==> src/rtl/demux4_capture.sv <==
// Registered 1-to-4 demultiplexer: steers a WIDTH-bit stream into four output registers,
// either by explicit select (immediate write) or by an auto slot pointer with whole-frame commit.
module demux4_capture #(
    parameter int unsigned WIDTH = 4
) (
    input  logic             clk,
    input  logic             reset,
    input  logic [WIDTH-1:0] din,
    input  logic             din_valid,
    input  logic [1:0]       sel,
    input  logic             auto_mode,
    input  logic             clear,
    output logic [WIDTH-1:0] Dout3,
    output logic [WIDTH-1:0] Dout2,
    output logic [WIDTH-1:0] Dout1,
    output logic [WIDTH-1:0] Dout0,
    output logic [1:0]       slot,
    output logic             frame_done
);

    logic [WIDTH-1:0] shadow_q [4];
    logic [WIDTH-1:0] shadow_d [4];
    logic [WIDTH-1:0] dout_q   [4];
    logic [WIDTH-1:0] dout_d   [4];
    logic [1:0]       slot_q, slot_d;
    logic             frame_done_q, frame_done_d;

    always_comb begin
        for (int unsigned i = 0; i < 4; i++) begin
            shadow_d[i] = shadow_q[i];
            dout_d[i]   = dout_q[i];
        end
        slot_d       = slot_q;
        frame_done_d = 1'b0;

        if (clear) begin
            // Abort drops any coincident beat; committed outputs are left untouched.
            slot_d = '0;
            for (int unsigned i = 0; i < 4; i++) begin
                shadow_d[i] = '0;
            end
        end else if (!auto_mode) begin
            slot_d = '0;
            if (din_valid) begin
                shadow_d[sel] = din;
                dout_d[sel]   = din;
            end
        end else if (din_valid) begin
            shadow_d[slot_q] = din;
            slot_d           = slot_q + 2'd1;
            if (slot_q == 2'd3) begin
                // Last beat bypasses its shadow so the whole frame lands on one edge.
                for (int unsigned i = 0; i < 3; i++) begin
                    dout_d[i] = shadow_q[i];
                end
                dout_d[3]    = din;
                frame_done_d = 1'b1;
            end
        end
    end

    always_ff @(posedge clk) begin
        if (reset) begin
            for (int unsigned i = 0; i < 4; i++) begin
                shadow_q[i] <= '0;
                dout_q[i]   <= '0;
            end
            slot_q       <= '0;
            frame_done_q <= 1'b0;
        end else begin
            for (int unsigned i = 0; i < 4; i++) begin
                shadow_q[i] <= shadow_d[i];
                dout_q[i]   <= dout_d[i];
            end
            slot_q       <= slot_d;
            frame_done_q <= frame_done_d;
        end
    end

    assign Dout3      = dout_q[3];
    assign Dout2      = dout_q[2];
    assign Dout1      = dout_q[1];
    assign Dout0      = dout_q[0];
    assign slot       = slot_q;
    assign frame_done = frame_done_q;

endmodule

==> config.mk <==
export PLATFORM = sky130hd
export DESIGN_NAME = demux4_capture
export DESIGN_NICKNAME = d
export VERILOG_FILES = /design/src/rtl/demux4_capture.sv
export SDC_FILE = /design/constraint.sdc
export NUM_CORES = 1
export LEC_CHECK = 0
export CAP_MARGIN = 20
export CORE_MARGIN = 4
export CORE_UTILIZATION = 46
export CTS_CLUSTER_SIZE = 30
export DETAILED_ROUTE_END_ITERATION = 6
export GPL_ROUTABILITY_DRIVEN = 0
export PLACE_DENSITY_LB_ADDON = 0.12
export SLEW_MARGIN = 30
export SYNTH_ARGS = -nofsm -noshare
export SYNTH_HDL_FRONTEND = slang
export SYNTH_SLANG_ARGS = --single-unit
==> constraint.sdc <==
create_clock -name clk -period 1.5 [get_ports clk]
set_input_delay 0.15 -clock clk [delete_from_list [all_inputs] [get_ports clk]]
set_output_delay 0.15 -clock clk [all_outputs]
set_load 0.1 [all_outputs]
== After elaboration in Yosys (flattened, before gate mapping) ==
Memories as Yosys holds them, arrays and structs flattened.
Index checks and enable logic that the tools add are counted.
Storage, ports and cells
  flip-flop bits (word level): 3
  memory bits (writable): 32
  input bits: 11
  memories kept: 2
Memory list
  dout_q: words 4, bits a word 4, rd ports 4, clocked after Yosys merged registers in 0, write ports 4, RTL line 23  | logic [WIDTH-1:0] dout_q [4];
  shadow_q: words 4, bits a word 4, rd ports 4, clocked after Yosys merged registers in 0, write ports 4, RTL line 21  | logic [WIDTH-1:0] shadow_q [4];
Operators by class
  $add $sub $neg: 1
  order comparisons: 4
  equality and inequality tests: 1
  mux-type cells: 28
  bitwise gates (word level): 12
  reduce and logical (&&, ||, !) cells: 4
Operators with widths (number)
  two-way mux 16 bit: 9
  bitwise mux 16 bit: 3
  two-way mux 4 bit: 10
  demux 4 bit (select 2 bit): 2
  bitwise OR 1 bit: 8
  >= comparator 3 bit, second input constant: 2
  < comparator 3 x 1 -> 1 bit, second input constant: 2
  NOT 2 -> 3 bit: 2
  two-way mux 1 bit: 4
  OR reduction 4 bit: 1
  OR reduction 3 bit: 1
  adder 2 x 1 -> 2 bit, second input constant: 1
  equality test 2 bit, second input constant: 1
  logical AND 1 bit: 2
  NOT 1 bit: 2

== Logic depth before layout (Yosys ltp) ==
  word-level depth: 10
  mapped depth: 5

== Worst setup path after synthesis ==
OpenSTA, ideal clock, no wires.
  path kind: register to register
  from: register slot_q[0] (netlist: slot[0])
  to: memory shadow_q[0][0]
  arrival time: 2050 ps
  slack: -622 ps
  stages on the path, launching flop included: 6
  path buffers: 0
  path through: dfxtp_1 inv_1 ha_1 and2_1 o21ai_1 mux2i_1
RTL lines
  start, declared: RTL line 25  | logic [1:0] slot_q, slot_d;
  start signal, assigned: RTL line 75  | slot_q <= slot_d;
  end, declared: RTL line 21

==> flow_summary.toml <==
[synthesis]
synth_edf_count = 0
yosysMostFrequentCell = "dfxtp_1"
synth.top_cell.area_share_pct = 40.6
synth_flop_cell = "dfxtp_1"
synth_common_cells = "dfxtp_1, mux2i_1, nand2_1, mux2_2, nor2_1"
seq_area_frac_synth_pct = 40.6
synth_seq_cells = 31
ys_warn_count = 0
avgSynthCellArea_sq_um = 9.61
async_flop_share_pct = 0
synthCells = 159
synthTopCellsByArea = "dfxtp_1, mux2i_1, mux2_2"
mappedNetlistArea_sq_mm = 0.00153
synthDistinctLibCells = 26
syn_nets = 174
synth.largest_area_cell = "dfxtp_1"

[setup_path]
cp-start-kind = "flip-flop"
crit_required_ps = 1730
end_kind = "flip-flop"
crit_chain = "ha_2 > and2_1 > o21ai_2 > mux2_2"
crit_buf_inv = 0
r2r_end = "dout_q[0][6]"
r2r_slack_ps = 30
crit_family = "flip-flops"
rr_worst_depth = 4
path_class = "reg -> reg"
cp.arrival_ps = 1700
path_depth = 4
worstPathMaxFanout = 5
rr_startpoint = "slot[0]"
cp_slowest_cell = "dfxtp_4"
critPathCapture = "dout_q[0][6]"
critPathMaxStageDelay_ps = 380
startpoint = "slot[0]"

[grt]
busiest_layer = "met2"
grt_pass1_wl_mm = 6.30
grtUsageTotal_pct = 19.2
grt_use_met1_pct = 22.1
grt_pass1_vias = 1346
overflow = 0
groute.layer.met3.usage_pct = 4.79
met2_usage_pct = 33.7
antenna_found_initial = 0
grt_start_max_net_pins = 13

[final_layout]
area_delta_synth_final_pct = 46.1
diodes = 0
final_layout_size_suffix_gt1_share_pct = 30.9
fin_nets = 218
final_util_pct = 71.9
fin_cells = 248

[power_and_ir_drop]
p_sw_share_pct = 25.7
p_seq_share_pct = 51.0
max-vdd-ir-drop_v = 0.000409
internal_power_mw = 1.23
power_density_mw_per_mm2 = 738
p_switching_uw = 423
power_mw = 1.65
p_leak_nw = 0.908
combPwrFrac_pct = 15.6
clkPwrFrac_pct = 33.4

[routing]
drc = 0
vias = 1251
dr.pass1.iters = 4
routed_wl_mm = 3.52
antenna_left = 0
drt_iter0_markers = 27
via_per_inst = 5.04
wire_per_inst_um = 14.2

[floorplanning]
dieHeight_um = 65.6
fp.dieArea_sq_mm = 0.00431
core_sq_mm = 0.00310
boundaryPins = 30
die_w_um = 65.6
fp-row-count = 20
start_util_pct = 49.2

[cts]
cts_root_buffer = "clkbuf_4"
clock-sinks = 31
tritoncts = "built"
clk_pin_slew_ps = 90
numCtsBuffers = 5
clk_latency_ps = 330
htree_levels = 2
cts_buffer_depth = 2

[place]
place_hpwl_mm = 2.83
pre_cts_ws_ps = -240
io_buffers = 29
placedCellCount = 240

[timing]
drv_slew = 0
finClkSkew_ps = 4.87
setup_slack_ps = 28.0
period_share_pct = 98.1
finalHoldViolCount = 0
tightest_slew_ps = 331
max_freq_mhz = 679
grt_setup_unrepaired = "yes"
fin_hold_ws_ps = 466
period_needed_ps = 1470
max_slew_margin_pct = 77.9
setup_viol = 0

[run_status]
status = "finished, final reports clean"

[flow_run]
maxCapViolations = 0

[worst_hold_path]
min_path_type = "reg -> reg"
## layer usage
metal	wire length, um	part of all wire [%]
met4	58	1.6
met5	0	0
met3	148	4.2
met2	1780	50
met1	1540	44
## power by group through the flow
| stage | Combinational [mW] | Clock (mW) | Sequential, mW |
|---|---|---|---|
| floorplan | 0.107 | 0 | 0.901 |
| global placement | 0.253 | 0 | 0.859 |
| detailed placement | 0.259 | 0 | 0.860 |
| CTS | 0.260 | 0.561 | 0.841 |
| global route | 0.278 | 0.606 | 0.843 |
| finish | 0.258 | 0.550 | 0.841 |
## layout make-up
type                            instances  area (sq um)
Inverter                                6          22.5
Multi-Input combinational cell        114           857
Fill cell                             260           871
Timing Repair Buffer                   45           601
Clock buffer                            8          68.8
Sequential cell                        31           628
Tap cell                               44          55.1
## layout by cell type, fill, tap and decap left out
master           count
a211oi_1             8
a21boi_4             1
a21o_1               1
a21oi_2              1
and2_0               1
and2_1               2
buf_12              19
buf_4               16
clkbuf_1             1
clkbuf_4             5
clkbuf_8             2
clkdlybuf4s50_1     10
dfxtp_1             29
dfxtp_4              2
ha_1                 3
ha_2                 1
inv_1                6
mux2_2              12
mux2i_1             25
nand2_1             20
nand2b_1             9
nand3b_1             1
nor2_1              12
nor2b_1              9
nor3_1               1
nor3b_1              1
o21ai_2              4
or3b_1               1
xnor2_1              1
## tightest hold or removal path, stage by stage (launching register included)
cell     delay (ps)
dfxtp_1         320
nand2_1          50
mux2i_1          60
## registers in the layout, indices dropped and copies added (netlist names)
register,cells
slot,2
frame_done,1
shadow_q,12
dout_q,16
## stage by stage
stage	TNS [ps]	cell area, sq um
floorplan	0	1550
global placement	-2830	2160
detailed placement	-4270	2160
CTS	0	2230
global route	-220	2230
finish	0	2230
## logic make-up (layout without fill, tap and decap cells)
group / count (synthesis) / in the layout / synth area share, %
buf+inv: 14 / 59 / 4.42
flops: 31 / 31 / 40.6
xor+xnor: 1 / 1 / 0.573
fa+ha+maj: 4 / 4 / 3.28
mux: 37 / 37 / 25.2
compound gates: 15 / 15 / 7.53
simple gates: 57 / 57 / 18.3
## how the worst min path moves through the flow
stage,to,start,depth (start not counted),slack (ps)
after floorplan,dout_q[0][12],din[0],2,310
after global placement,shadow_q[0][8],shadow_q[0][8],2,440
after detailed placement,shadow_q[0][8],shadow_q[0][8],2,450
after CTS,shadow_q[0][1],shadow_q[0][1],2,470
after global routing,shadow_q[0][10],shadow_q[0][10],2,490
final,shadow_q[0][1],shadow_q[0][1],2,470
## repair_timing
item	in CTS	in global routing
gates resized for setup	0	0
hold buffers	0	0
buffers inserted	0	0
setup endpoints to repair	0	8
Note: power is estimated with default switching activity, not from simulation.
